<file path="config.mk">
export PLATFORM = sky130hd
export DESIGN_NAME = instruction_loader_flat
export DESIGN_NICKNAME = d
export VERILOG_FILES = /design/src/rtl/instruction_loader_pkg.sv /design/src/rtl/instruction_loader_if.sv /design/src/rtl/instruction_loader_word_assembler.sv /design/src/rtl/instruction_loader.sv /design/src/flat_wrapper.sv
export SDC_FILE = /design/constraint.sdc
export NUM_CORES = 1
export LEC_CHECK = 0
export ABC_CLOCK_PERIOD_IN_PS = 1300
export CORE_MARGIN = 2
export CORE_UTILIZATION = 28
export DETAILED_ROUTE_END_ITERATION = 10
export GPL_TIMING_DRIVEN = 0
export HOLD_SLACK_MARGIN = 0.08
export PLACE_DENSITY = 0.62
export SETUP_SLACK_MARGIN = 0.5
export SLEW_MARGIN = 20
export SYNTH_ARGS = -nofsm -noshare
export SYNTH_HDL_FRONTEND = slang
export SYNTH_SLANG_ARGS = --single-unit
</file>
<file path="constraint.sdc">
create_clock -name clock -period 1.3 [get_ports clock]
set_input_delay 0.26 -clock clock [delete_from_list [all_inputs] [get_ports clock]]
set_output_delay 0.26 -clock clock [all_outputs]
set_load 0.02 [all_outputs]
</file>
<file path="src/rtl/instruction_loader_pkg.sv">
// Shared definitions for the boot-time instruction loader: FSM encoding,
// stream framing constants and the header word-count clamp.
package instruction_loader_pkg;

  typedef enum logic [1:0] {
    ST_COUNT    = 2'd0,
    ST_ASSEMBLE = 2'd1,
    ST_WRITE    = 2'd2,
    ST_DONE     = 2'd3
  } load_state_t;

  localparam int WORD_STRIDE    = 4;
  localparam int BYTES_PER_WORD = 4;
  localparam int HDR_COUNT_W    = 4;

  // Limits the header word count to the memory capacity so the address never wraps.
  function automatic logic [HDR_COUNT_W-1:0] clamp_count(
    input logic [HDR_COUNT_W-1:0] n,
    input logic [HDR_COUNT_W-1:0] max_n
  );
    logic [HDR_COUNT_W-1:0] result;
    if (n > max_n) begin
      result = max_n;
    end else begin
      result = n;
    end
    return result;
  endfunction

endpackage

</file>
<file path="src/rtl/instruction_loader_if.sv">
// Byte-stream input and instruction-memory write port of the loader,
// bundled with the PC-enable status outputs.
interface instruction_loader_if #(
  parameter int DATA_WIDTH = 32,
  parameter int ADDR_WIDTH = 5
);
  logic                  byteValid;
  logic [7:0]            byteData;
  logic                  byteReady;
  logic                  imemWriteEnable;
  logic [ADDR_WIDTH-1:0] imemWriteAddress;
  logic [DATA_WIDTH-1:0] imemWriteData;
  logic                  enablePC;
  logic                  loadDone;

  modport master (
    output byteValid, byteData,
    input  byteReady, imemWriteEnable, imemWriteAddress, imemWriteData,
    input  enablePC, loadDone
  );

  modport slave (
    input  byteValid, byteData,
    output byteReady, imemWriteEnable, imemWriteAddress, imemWriteData,
    output enablePC, loadDone
  );
endinterface

</file>
<file path="src/rtl/instruction_loader_word_assembler.sv">
// Shifts stream bytes (most significant first) into a word and flags the
// shift that completes it.
module instruction_loader_word_assembler
  import instruction_loader_pkg::*;
#(
  parameter int DATA_WIDTH = 32
) (
  input  logic                  clock,
  input  logic                  reset,
  input  logic                  i_shift_en,
  input  logic                  i_clear,
  input  logic [7:0]            i_byte,
  output logic [DATA_WIDTH-1:0] o_word,
  output logic                  o_word_complete
);

  localparam int CNT_W = $clog2(BYTES_PER_WORD);

  logic [CNT_W-1:0]      r_byte_cnt;
  logic [DATA_WIDTH-1:0] r_word;

  // Shift register and byte counter; clear only resynchronises the counter.
  always_ff @(posedge clock) begin
    if (reset) begin
      r_byte_cnt <= '0;
      r_word     <= '0;
    end else if (i_clear) begin
      r_byte_cnt <= '0;
    end else if (i_shift_en) begin
      r_word     <= {r_word[DATA_WIDTH-9:0], i_byte};
      r_byte_cnt <= r_byte_cnt + CNT_W'(1);
    end
  end

  assign o_word          = r_word;
  assign o_word_complete = i_shift_en && (r_byte_cnt == CNT_W'(BYTES_PER_WORD - 1));

endmodule

</file>
<file path="src/rtl/instruction_loader.sv">
// Boot loader: reads a header count and big-endian words from a byte stream,
// writes them to instruction memory from address 0, then enables the PC.
module instruction_loader
  import instruction_loader_pkg::*;
#(
  parameter int DATA_WIDTH = 32,
  parameter int ADDR_WIDTH = 5,
  parameter int MAX_WORDS  = 8
) (
  input  logic                 clock,
  input  logic                 reset,
  instruction_loader_if.slave  bus
);

  load_state_t           r_state;
  load_state_t           w_next_state;
  logic [HDR_COUNT_W-1:0] r_count;
  logic [HDR_COUNT_W-1:0] r_index;
  logic [ADDR_WIDTH-1:0] r_addr;
  logic                  r_write_en;
  logic                  r_byte_ready;
  logic                  r_enable_pc;
  logic                  r_load_done;
  logic                  w_handshake;
  logic                  w_shift_en;
  logic                  w_clear;
  logic                  w_word_complete;
  logic [DATA_WIDTH-1:0] w_word;

  assign w_handshake = bus.byteValid && r_byte_ready;
  assign w_shift_en  = w_handshake && (r_state == ST_ASSEMBLE);
  assign w_clear     = (r_state == ST_COUNT);

  instruction_loader_word_assembler #(
    .DATA_WIDTH (DATA_WIDTH)
  ) u_assembler (
    .clock           (clock),
    .reset           (reset),
    .i_shift_en      (w_shift_en),
    .i_clear         (w_clear),
    .i_byte          (bus.byteData),
    .o_word          (w_word),
    .o_word_complete (w_word_complete)
  );

  // Next-state logic.
  always_comb begin
    w_next_state = r_state;
    case (r_state)
      ST_COUNT: begin
        if (w_handshake) begin
          if (bus.byteData[HDR_COUNT_W-1:0] == '0) begin
            w_next_state = ST_DONE;
          end else begin
            w_next_state = ST_ASSEMBLE;
          end
        end else begin
          w_next_state = ST_COUNT;
        end
      end
      ST_ASSEMBLE: begin
        if (w_word_complete) begin
          w_next_state = ST_WRITE;
        end else begin
          w_next_state = ST_ASSEMBLE;
        end
      end
      ST_WRITE: begin
        if ((r_index + HDR_COUNT_W'(1)) == r_count) begin
          w_next_state = ST_DONE;
        end else begin
          w_next_state = ST_ASSEMBLE;
        end
      end
      ST_DONE: w_next_state = ST_DONE;
      default: w_next_state = ST_COUNT;
    endcase
  end

  // State, counters and outputs; outputs are registered from the next state.
  always_ff @(posedge clock) begin
    if (reset) begin
      r_state      <= ST_COUNT;
      r_count      <= '0;
      r_index      <= '0;
      r_addr       <= '0;
      r_write_en   <= 1'b0;
      r_byte_ready <= 1'b0;
      r_enable_pc  <= 1'b0;
      r_load_done  <= 1'b0;
    end else begin
      r_state <= w_next_state;
      if (r_state == ST_COUNT && w_handshake) begin
        r_count <= clamp_count(bus.byteData[HDR_COUNT_W-1:0], HDR_COUNT_W'(MAX_WORDS));
      end
      if (r_state == ST_WRITE) begin
        r_index <= r_index + HDR_COUNT_W'(1);
        r_addr  <= r_addr + ADDR_WIDTH'(WORD_STRIDE);
      end
      r_write_en   <= (w_next_state == ST_WRITE);
      r_byte_ready <= (w_next_state == ST_COUNT) || (w_next_state == ST_ASSEMBLE);
      r_enable_pc  <= (w_next_state == ST_DONE);
      r_load_done  <= (w_next_state == ST_DONE);
    end
  end

  assign bus.byteReady        = r_byte_ready;
  assign bus.imemWriteEnable  = r_write_en;
  assign bus.imemWriteAddress = r_addr;
  assign bus.imemWriteData    = w_word;
  assign bus.enablePC         = r_enable_pc;
  assign bus.loadDone         = r_load_done;

endmodule

</file>
<file path="src/flat_wrapper.sv">
// flat-port wrapper written by rule: the top's interface ports become plain ports
module instruction_loader_flat import instruction_loader_pkg::*;
#(
  parameter int DATA_WIDTH = 32,
  parameter int ADDR_WIDTH = 5,
  parameter int MAX_WORDS  = 8
)
  (clock, reset, bus_byteValid, bus_byteData, bus_byteReady, bus_imemWriteEnable, bus_imemWriteAddress, bus_imemWriteData, bus_enablePC, bus_loadDone);
  instruction_loader_if #(.DATA_WIDTH(DATA_WIDTH), .ADDR_WIDTH(ADDR_WIDTH)) bus_i ();
  input  logic clock;
  input  logic reset;
  input wire logic [$bits(bus_i.byteValid)-1:0] bus_byteValid;
  input wire logic [$bits(bus_i.byteData)-1:0] bus_byteData;
  output wire logic [$bits(bus_i.byteReady)-1:0] bus_byteReady;
  output wire logic [$bits(bus_i.imemWriteEnable)-1:0] bus_imemWriteEnable;
  output wire logic [$bits(bus_i.imemWriteAddress)-1:0] bus_imemWriteAddress;
  output wire logic [$bits(bus_i.imemWriteData)-1:0] bus_imemWriteData;
  output wire logic [$bits(bus_i.enablePC)-1:0] bus_enablePC;
  output wire logic [$bits(bus_i.loadDone)-1:0] bus_loadDone;
  assign bus_i.byteValid = bus_byteValid;
  assign bus_i.byteData = bus_byteData;
  assign bus_byteReady = bus_i.byteReady;
  assign bus_imemWriteEnable = bus_i.imemWriteEnable;
  assign bus_imemWriteAddress = bus_i.imemWriteAddress;
  assign bus_imemWriteData = bus_i.imemWriteData;
  assign bus_enablePC = bus_i.enablePC;
  assign bus_loadDone = bus_i.loadDone;
  instruction_loader #(.DATA_WIDTH(DATA_WIDTH), .ADDR_WIDTH(ADDR_WIDTH), .MAX_WORDS(MAX_WORDS)) u_core (.clock(clock), .reset(reset), .bus(bus_i));
endmodule
</file>
==> impl_metrics.ini, run 1 <==
[run_status]
status = complete, but fails checks
violations = negative setup slack

[power_and_ir_drop]
p_per_area_mw_per_mm2 = 788
peakVddDrop_v = 0.000404
p_leak_nw = 1.46

[place]
place.gp.congestion = 0.727
hpwl_um = 3300
dp.cells = 358
dpl_cell_area_sq_mm = 0.00258
io_buffers = 48

[drt]
finalWirelength_um = 5710
drt_drc_violations_left = 0
vias_per_cell = 4.63
antenna_left = 0
num_vias = 1909
drt-wirelength-per-cell_um = 13.9
firstDrtPassIters = 4
drt_iter0_drc = 92

[critical_path]
crit_family = buffers and inverters
max_stage_delay_ns = 0.33
arrival_ns = 1.59
cp-start-kind = flop
critPathMostFrequentCell = buf_6
r2r-start = u_core.r_state[1]
path_buf_inv = 4
path_cells = buf_6, buf_6, nor3b_4, buf_6, buf_8, nand2_1, a21oi_1
required_ns = 1.53
crit_type = reg -> reg
cp-end-kind = flop
critPathLaunch = u_core.r_state[1]
worst_path_max_delay_cell = dfxtp_2
worst-path-max-fanout = 7

[layout]
final_layout_size_suffix_gt1_share_pct = 64.5
layout.nets = 345
post-route-util_pct = 51.1
finalNonFillerCells = 412
final_cell_area_sq_mm = 0.00345
diodes = 0
synthToLayoutAreaGrowth_pct = 76.5

[die]
fp.dieH_um = 87.5
ioPinCount = 52
dieArea_sq_mm = 0.00766
initial_core_util_pct = 28.9
core_area_sq_mm = 0.00676
rows = 30
chipWidth_um = 87.5

[sta]
relSlewSlack_pct = 54.0
rsz0062_at_grt = true
finalSetupViolCount = 33
final.period_utilization_pct = 105
clock.fmax_ghz = 0.736
fin_crit_ns = 1.36
worst_pin_slew_ns = 0.690
hold_viol_final = 0
fin_skew_ns = 0.00899
drv_slew = 0
worst_slack_ns = -0.0589

[logic_synthesis]
synthFlopType = dfxtp_1
yosysUniqueCellTypes = 30
syn_inst = 229
ys_seq_area_share_pct = 51.2
ys_async_sr_fraction_pct = 0
synth-edff-count = 0
synth_top_area_share_pct = 51.2
synth.most_common_cell = nand2_1
yosys-top-cells-area = dfxtp_1 (51%), nand2_1 (14%), a21oi_1 (9.7%)
yosysTopAreaCell = dfxtp_1
syn_area_sq_mm = 0.00195
synthTopCellsByCount = nand2_1 (71), dfxtp_1 (50), a21oi_1 (38), nor2_1 (13), clkbuf_1 (9)
ys_ff_latch = 50
ys_warn_count = 0
postSynthAreaPerCell_sq_um = 8.53

[clocking]
clock_path_buffers = 2
clk_transition_reported_paths_ns = 0.10
clock_sinks = 50
clock_latency_ns = 0.30
numCtsBuffers = 5
cts_tree = done
clock-root-buffer = clkbuf_8
htreeDepth = 2

[grt]
grt_max_degree = 17
grt_pass1_wl_um = 8410
grt-ovfl-total = 0
antenna_found_initial = 0
grt.total_usage_pct = 13.8
grt_pass1_vias = 1827

[min_path]
worstHoldStart = u_core.u_assembler.o_word[27]
hold_class = reg -> reg

[run]
cap_violations = 0
==> power by group <==
| part | switching, mW | internal, mW | total [mW] | leakage (nW) |
|---|---|---|---|---|
| registers | 0.0147 | 1.54 | 1.55 | 0.428 |
| clock network | 0.528 | 0.381 | 0.909 | 0.0484 |
| logic | 0.139 | 0.121 | 0.261 | 0.983 |
==> stage by stage <==
step / worst slack (ns) / setup TNS, ns / total power [mW] / hold WS (ns)
after floorplan: 0.0541 / 0 / 1.70 / 0.396
after global placement: -0.543 / -19.28 / 1.78 / 0.444
after detailed placement: -0.540 / -19.55 / 1.78 / 0.447
after CTS: -0.0166 / -0.0239 / 2.71 / 0.466
after global routing: -0.102 / -2.79 / 2.83 / 0.485
final: -0.0589 / -1.03 / 2.72 / 0.466
==> layer usage <==
| metal | share of wire (%) | up-vias | track usage (%) |
|---|---|---|---|
| met2 | 52 | 39 | 23.9 |
| met1 | 43 | 915 | 17.6 |
| met5 | 0 | - | 0 |
| met3 | 4.2 | 4 | 3.02 |
| li1 | - | 951 | - |
| met4 | 0.70 | 0 | 3.36 |
==> layout by cell type, fill, tap and decap left out, drive strengths merged <==
master	instances
a22o	1
nor4	1
nand2b	1
nand4b	1
nand3b	3
dfxtp	50
clkinv	2
nor2	13
dlygate4sd2	1
nor2b	2
a21o	1
nor3b	1
and4bb	1
a31o	1
ha	3
nand4	2
nand3	1
conb	2
or3	1
xnor2	6
nand2	72
a41oi	1
nor3	2
clkbuf	13
a21oi	38
xor2	5
mux2i	2
clkdlybuf4s50	8
a22oi	1
inv	1
buf	95
==> sequential cells by signal, indices dropped and copies added, names as in the netlist <==
name,count
u_core.r_count,4
u_core.u_assembler.o_word,32
u_core.bus.loadDone,1
u_core.r_state,2
u_core.u_assembler.r_byte_cnt,2
u_core.bus.byteReady,1
u_core.bus.imemWriteEnable,1
u_core.r_index,4
u_core.bus.imemWriteAddress,3
==> tightest hold or removal path, delay by kind of cell (launching register included) <==
family	cells	cell delay (ns)
compound gates	1	0.05
flops	1	0.34
simple gates	1	0.05
==> final timing paths <==
check	to	slack [ns]	cells after the start
setup / recovery	u_core.u_assembler.o_word[0]	-0.06	7
hold / removal	u_core.u_assembler.o_word[27]	0.47	2
setup reg to reg	u_core.u_assembler.o_word[0]	-0.06	7
hold reg to reg	u_core.u_assembler.o_word[27]	0.47	2
==> final cells by class <==
| type | count | area [sq um] |
|---|---|---|
| Timing Repair Buffer | 94 | 925 |
| Clock inverter | 3 | 20.0 |
| Tap cell | 80 | 100 |
| Fill cell | 622 | 3310 |
| Clock buffer | 5 | 68.8 |
| Multi-Input combinational cell | 162 | 1120 |
| Sequential cell | 50 | 1070 |
| Buffer | 18 | 143 |
==> timing repair <==
action | 4_1_cts | 5_1_grt
endpoints found under the setup margin | 89 | 89
gates resized for setup | 324 | 41
hold buffers | 0 | 0
pin swaps | 25 | 21
gates cloned | 1 | 3
buffers inserted | 33 | 9
==> logic make-up after synthesis <==
kind of cell / Yosys count / synth area share [%]
other: 1 / 0.192
multiplexers: 2 / 1.02
buffers and inverters: 18 / 5.63
AND/OR/NAND/NOR: 101 / 22.9
XOR/XNOR: 11 / 4.93
adder cells (fa/ha/maj): 3 / 1.92
AO/OA/AOI/OAI: 43 / 12.2
flip-flops: 50 / 51.2
Power figures use the tool's default switching activity.
==> run 2, diff against run 1 <==
CAP_MARGIN = 10   (was not set)
==> results of run 2 <==
Final layout, timing and power as in run 1 (identical DEF).
==> run 3, diff against run 2 <==
ABC_CLOCK_PERIOD_IN_PS = 1600   (was 1300)
PLACE_DENSITY = 0.6   (was 0.62)
clock period = 1.6 ns   (was 1.3 ns; I/O delays follow)
==> run 3 against run 2 <==
Against the previous run: the run now ends clean; final cell count up 0.97%; power fell by 16%; worst setup slack gained 0.30 ns; largest cell class is now buffers; critical path depth unchanged; combinational power decreased by 21%; flip-flop and latch count unchanged; global-route usage grew 1.1 points; final area is 0.94% lower.
==> impl_metrics.ini, run 3 (synthesis results as in run 1) <==
[sta]
fin_crit_ns = 1.36
finalSetupViolCount = 0
worst_slack_ns = 0.241
rsz0062_at_grt = true
clock.fmax_ghz = 0.736
final.period_utilization_pct = 84.9
relSlewSlack_pct = 56.5
hold_viol_final = 0
fin_skew_ns = 0.00864
drv_slew = 0
worst_pin_slew_ns = 0.653

[power_and_ir_drop]
internal_power_mw = 1.71
peakVddDrop_v = 0.000342
clkPwrFrac_pct = 35.3
power.switching_uw = 564
p_per_area_mw_per_mm2 = 665
swShare_pct = 24.8
seqPwrFrac_pct = 55.6
p_leak_nw = 1.43
combinationalPowerShare_pct = 9.1
total_power_mw = 2.27

[die]
dieArea_sq_mm = 0.00766
rows = 30
core_area_sq_mm = 0.00676
fp.dieH_um = 87.5
ioPinCount = 52
chipWidth_um = 87.5
initial_core_util_pct = 28.9

[min_path]
worstHoldEndpoint = u_core.u_assembler.o_word[1]
hold_class = in -> reg
hold_depth = 3
worstHoldStart = bus_byteData[1]

[layout]
finalNonFillerCells = 416
final_layout_size_suffix_gt1_share_pct = 59.2
diodes = 0
synthToLayoutAreaGrowth_pct = 74.8
final_common_cell = nand2_1
post-route-util_pct = 50.6
final_cell_area_sq_mm = 0.00342
layout.nets = 349
final_cell_mix = nand2_1 (54), buf_6 (50), buf_4 (42), dfxtp_2 (40), a21oi_1 (22)
largest_register_ffs = 32

[grt]
grt_pass1_wl_um = 8960
antenna_found_initial = 0
grt_pass1_vias = 1884
grt_max_degree = 17
grt.total_usage_pct = 15.0
grt-ovfl-total = 0

[drt]
num_vias = 1931
antenna_left = 0
firstDrtPassIters = 4
vias_per_cell = 4.64
drt-wirelength-per-cell_um = 13.5
drt_iter0_drc = 89
finalWirelength_um = 5620
drt_drc_violations_left = 0

[critical_path]
cp-end-kind = flop
r2r_setup_slack_ns = 0.24
r2r-start = u_core.r_state[1]
cp-start-kind = flop
crit_type = reg -> reg
arrival_ns = 1.59
reg2regPathDepth = 7
worst-path-max-fanout = 10
rr_endpoint = u_core.u_assembler.o_word[9]
required_ns = 1.83

[clocking]
clock_latency_ns = 0.31
clock_sinks = 50
htreeDepth = 2
cts-hold-fix-buffers = 0
clock_path_buffers = 2
clk_transition_reported_paths_ns = 0.10
cts_tree = done
clock-root-buffer = clkbuf_8
numCtsBuffers = 5

[run_status]
status = completed

[place]
dpl_cell_area_sq_mm = 0.00258
io_buffers = 48
place.gp.congestion = 0.701
hpwl_um = 3230
dp.cells = 358
dp_slack_ns = -0.286

[run]
cap_violations = 0
-- run 3: layout make-up --
cell class	instances	area, sq um
Buffer	18	159
Clock buffer	6	82.6
Clock inverter	2	17.5
Fill cell	635	3340
Multi-Input combinational cell	162	1050
Sequential cell	50	1060
Tap cell	80	100
Timing Repair Buffer	98	941
-- run 3: power by group through the flow --
stage / clock, mW / sequential, mW / combinational (mW)
CTS: 0.811 / 1.27 / 0.185
floorplan: 0 / 1.30 / 0.0809
global placement: 0 / 1.30 / 0.149
detailed placement: 0 / 1.30 / 0.149
global route: 0.872 / 1.27 / 0.223
finish: 0.802 / 1.26 / 0.207
-- run 3: critical path: stages, from the launching register on --
cell     delay (ns)
dfxtp_2        0.33
buf_6          0.12
buf_12         0.12
nor3b_4        0.17
buf_6          0.18
buf_8          0.14
nand2_1        0.09
a21oi_2        0.14
-- run 3: worst max-delay path by stage --
stage,cells past startpoint,endpoint,startpoint,slack [ns]
4_1_cts,5,u_core.bus.byteReady,u_core.r_state[1],0.28
3_5_place_dp,6,u_core.u_assembler.o_word[0],bus_byteValid,-0.29
5_1_grt,7,u_core.u_assembler.o_word[9],u_core.r_state[1],0.20
6_report,7,u_core.u_assembler.o_word[9],u_core.r_state[1],0.24
2_1_floorplan,5,u_core.bus.byteReady,u_core.u_assembler.r_byte_cnt[0],0.35
3_3_place_gp,6,u_core.u_assembler.o_word[19],bus_byteValid,-0.28
-- run 3: routing by layer --
layer  global-route usage (%)  share of wire, %  vias to the layer above
li1                         -                 -                      956
met1                     19.3                44                      924
met2                     24.4                50                       44
met3                     3.49               4.4                        7
met4                     5.87               2.0                        0
met5                        0                 0                        -
-- run 3: stage by stage --
stage | hold WS (ns) | TNS, ns
after detailed placement | 0.449 | -9.12
after floorplan | 0.444 | 0
after CTS | 0.451 | 0
after global placement | 0.444 | -9.28
after global routing | 0.468 | 0
final | 0.462 | 0
-- run 3: what timing repair did --
item	4_1_cts	5_1_grt
endpoints found under the hold margin	0	0
cloned	3	1
pin swaps	23	18
endpoints found under the setup margin	86	87
buffers inserted	40	6
resized for setup	305	44
==> RTL change: new RTL, flow settings as in run 1 <==
`ADDR_WIDTH` is set to 5 in 3 places; all go to 3.
--- a/src/rtl/instruction_loader_if.sv
+++ b/src/rtl/instruction_loader_if.sv
@@ -2,7 +2,7 @@
 // bundled with the PC-enable status outputs.
 interface instruction_loader_if #(
   parameter int DATA_WIDTH = 32,
-  parameter int ADDR_WIDTH = 5
+  parameter int ADDR_WIDTH = 3
 );
   logic                  byteValid;
   logic [7:0]            byteData;
--- a/src/rtl/instruction_loader.sv
+++ b/src/rtl/instruction_loader.sv
@@ -4,7 +4,7 @@
   import instruction_loader_pkg::*;
 #(
   parameter int DATA_WIDTH = 32,
-  parameter int ADDR_WIDTH = 5,
+  parameter int ADDR_WIDTH = 3,
   parameter int MAX_WORDS  = 8
 ) (
   input  logic                 clock,
--- a/src/flat_wrapper.sv
+++ b/src/flat_wrapper.sv
@@ -2,7 +2,7 @@
 module instruction_loader_flat import instruction_loader_pkg::*;
 #(
   parameter int DATA_WIDTH = 32,
-  parameter int ADDR_WIDTH = 5,
+  parameter int ADDR_WIDTH = 3,
   parameter int MAX_WORDS  = 8
 )
   (clock, reset, bus_byteValid, bus_byteData, bus_byteReady, bus_imemWriteEnable, bus_imemWriteAddress, bus_imemWriteData, bus_enablePC, bus_loadDone);
Ports: changed (resized bus_imemWriteAddress); port bits go from 52 to 50. The function was not compared with the original's and may differ.
==> RTL change against run 1 <==
The flow still finishes with violations (negative setup slack). Sequential cell count down 2. Total power is 4.1% lower. Area after synthesis shrank 4.4%. Clock power shrank 6.1%. First-iteration DRC count down 34%. Core utilization is 0.17 points lower. Setup slack improved by 11 ps. Largest power group unchanged. Count of clock-buffer cells in the layout is the same. Combinational power about the same. Cell area down 5.8%. Sequential power shrank 4%. Routed wire length fell by 9.5%.
==> RTL change: results (changes against run 1) <==
Outcome
  • Outcome: finished with violations (unchanged)
  • Failing checks: negative setup slack (unchanged)

Global routing
  • Vias in the first global route: 1,703 (was 1,827)
  • Gr usage total: 13.9% (was 13.8%)
  • Initial antenna violation count: 0 (unchanged)
  • Largest net degree at the start of global routing: 15 (was 17)
  • Global-route wire length before repair: 7960 um (was 8410 um)

Cells and area
  • Max FFs per register: 32 (unchanged)
  • ANT cells: 0 (unchanged)
  • Nets@finish: 329 (was 345)
  • Fraction of layout cells with a size suffix above 1: 61.4% (was 64.5%)
  • Non-filler cells, final: 393 (was 412)
  • Fill cell count: 590 (was 622)

STA
  • Setup TNS: -211 ps (was -1030 ps)
  • Final WS setup: -47.7 ps (was -58.9 ps)
  • Fin. max-slew vios: 0 (unchanged)
  • Worst-margin pin slew: 666 ps (was 690 ps)
  • Final setup fails: 14 (was 33)
  • Final Skew: 11.1 ps (was 8.99 ps)

Worst setup path
  • CP max stage delay: 320 ps
  • Crit path max fanout: 8 (was 7)
  • Depth of the most critical reg-to-reg path: 7 (unchanged)
  • Critical path launch point type: flop (unchanged)
  • Worst r2r src: u_core.r_state[1] (unchanged)

Drt
  • Met3 WL: 224 um (was 240 um)
  • DRT iter0 DRCs: 61 (was 92)
  • Via-to-Cell Ratio: 4.60 (was 4.63)
  • Top sig layer: met4 (unchanged)
  • M1 wire length: 2230 um (was 2460 um)
  • Met2 wire len: 2580 um (was 2970 um)
  • Detailed Route WL: 5170 um (was 5710 um)
  • Router iterations before antenna repair: 4 (unchanged)

Worst hold path
  • Hold WC Path Type: in2reg (was reg2reg)
  • Min-delay src: reset (was u_core.u_assembler.o_word[27])
  • Hold Path End: u_core.r_state[1] (was u_core.u_assembler.o_word[27])

Placed design
  • Routability cong.: 0.784 (was 0.727)
  • Placed cells: 344 (was 358)
  • DPL Wire Length: 3120 um (was 3300 um)
  • I/O Buffers: 46 (was 48)

Synthesis
  • Syn avg cell area: 8.49 um2 (was 8.53 um2)
  • Top cells by count, synth: nand2_1 (70), dfxtp_1 (48), a21oi_1 (38) (was nand2_1 (71), dfxtp_1 (50), a21oi_1 (38))
  • Number of distinct library cells after synthesis: 30 (unchanged)
  • Synth async-reset ratio: 0% (unchanged)
  • Sequential area share after synthesis: 51.4% (was 51.2%)
  • Synth Warn #: 0 (unchanged)
  • Synth top area cells: dfxtp_1 (51%), nand2_1 (14%), a21oi_1 (10%) (was dfxtp_1 (51%), nand2_1 (14%), a21oi_1 (9.7%))

Clocking
  • CTS Root Cell: clkbuf_8 (unchanged)
  • H-Tree Depth: 2 (unchanged)
  • Cts bufs inserted: 5 (unchanged)

Power
  • Pleak: 1.34 nW (was 1.46 nW)
  • Worst VDD drop: 0.000585 V (was 0.000404 V)
==> RTL change: kinds of logic after synthesis <==
logic type               after synthesis  synth area share (%)
AND/OR/NAND/NOR                       98                  23.3
flip-flops                            48                  51.4
AO/OA/AOI/OAI                         43                  12.8
buffers and inverters                 17                  5.69
XOR/XNOR                              10                  4.69
adder cells (fa/ha/maj)                2                  1.34
other                                  1                 0.201
multiplexers                           1                 0.536
==> RTL change: what timing repair did <==
action | 4_1_cts | 5_1_grt
gates resized for setup | 304 | 32
cloned | 2 | 0
setup endpoints to repair | 85 | 85
pin swaps | 17 | 11
setup buffers | 34 | 6
hold endpoints to repair | 0 | 0
==> RTL change: metrics by stage <==
step / util [%] / hold WS, ps / power, W / cell area (um2) / setup slack (ps)
floorplan: - / 396 / 0.00164 / 1910 / 53.5
global placement: 38.7 / 444 / 0.00171 / 2470 / -536
detailed placement: 38.7 / 451 / 0.00171 / 2470 / -529
CTS: 48.3 / 364 / 0.00260 / 3080 / -10.0
global route: 50.9 / 382 / 0.00271 / 3250 / -101
finish: 50.9 / 373 / 0.00261 / 3250 / -47.7
==> RTL change: worst max-delay path: cells and delay by family (launching register included) <==
family                 cells  cell delay, ps
flip-flops                 1             320
buffers and inverters      4             560
AO/OA/AOI/OAI              1             150
AND/OR/NAND/NOR            2             250
==> RTL change: worst max path at each step <==
stage,depth (start not counted),end,slack [ps]
global route,7,u_core.u_assembler.o_word[0],-100
floorplan,5,u_core.bus.byteReady,50
finish,7,u_core.u_assembler.o_word[0],-50
CTS,5,u_core.bus.byteReady,-10
detailed placement,5,u_core.u_assembler.o_word[1],-530
global placement,5,u_core.u_assembler.o_word[26],-540
==> RTL change: routing by layer <==
metal / global-route usage, % / vias to the layer above
met2: 22.9 / 39
met1: 17.4 / 851
met4: 5.48 / 0
met5: 0 / -
li1: - / 906
met3: 3.56 / 10
==> RTL change: layout make-up <==
type | instances | area [um2] | share of cell area [%]
multi-input combinational | 156 | 1040 | 32.0
tap | 77 | 96.3 | 2.96
clock inverter | 2 | 12.5 | 0.385
sequential | 48 | 1020 | 31.4
buffer | 17 | 145 | 4.47
timing repair buffer | 88 | 867 | 26.7
clock buffer | 5 | 68.8 | 2.12
==> RTL change: power breakdown <==
| part | total (W) | leakage, nW | internal, W | switching, W |
|---|---|---|---|---|
| clock | 0.000854 | 0.0400 | 0.000365 | 0.000489 |
| combinational | 0.000261 | 0.893 | 0.000126 | 0.000135 |
| sequential | 0.00149 | 0.409 | 0.00148 | 0.0000140 |
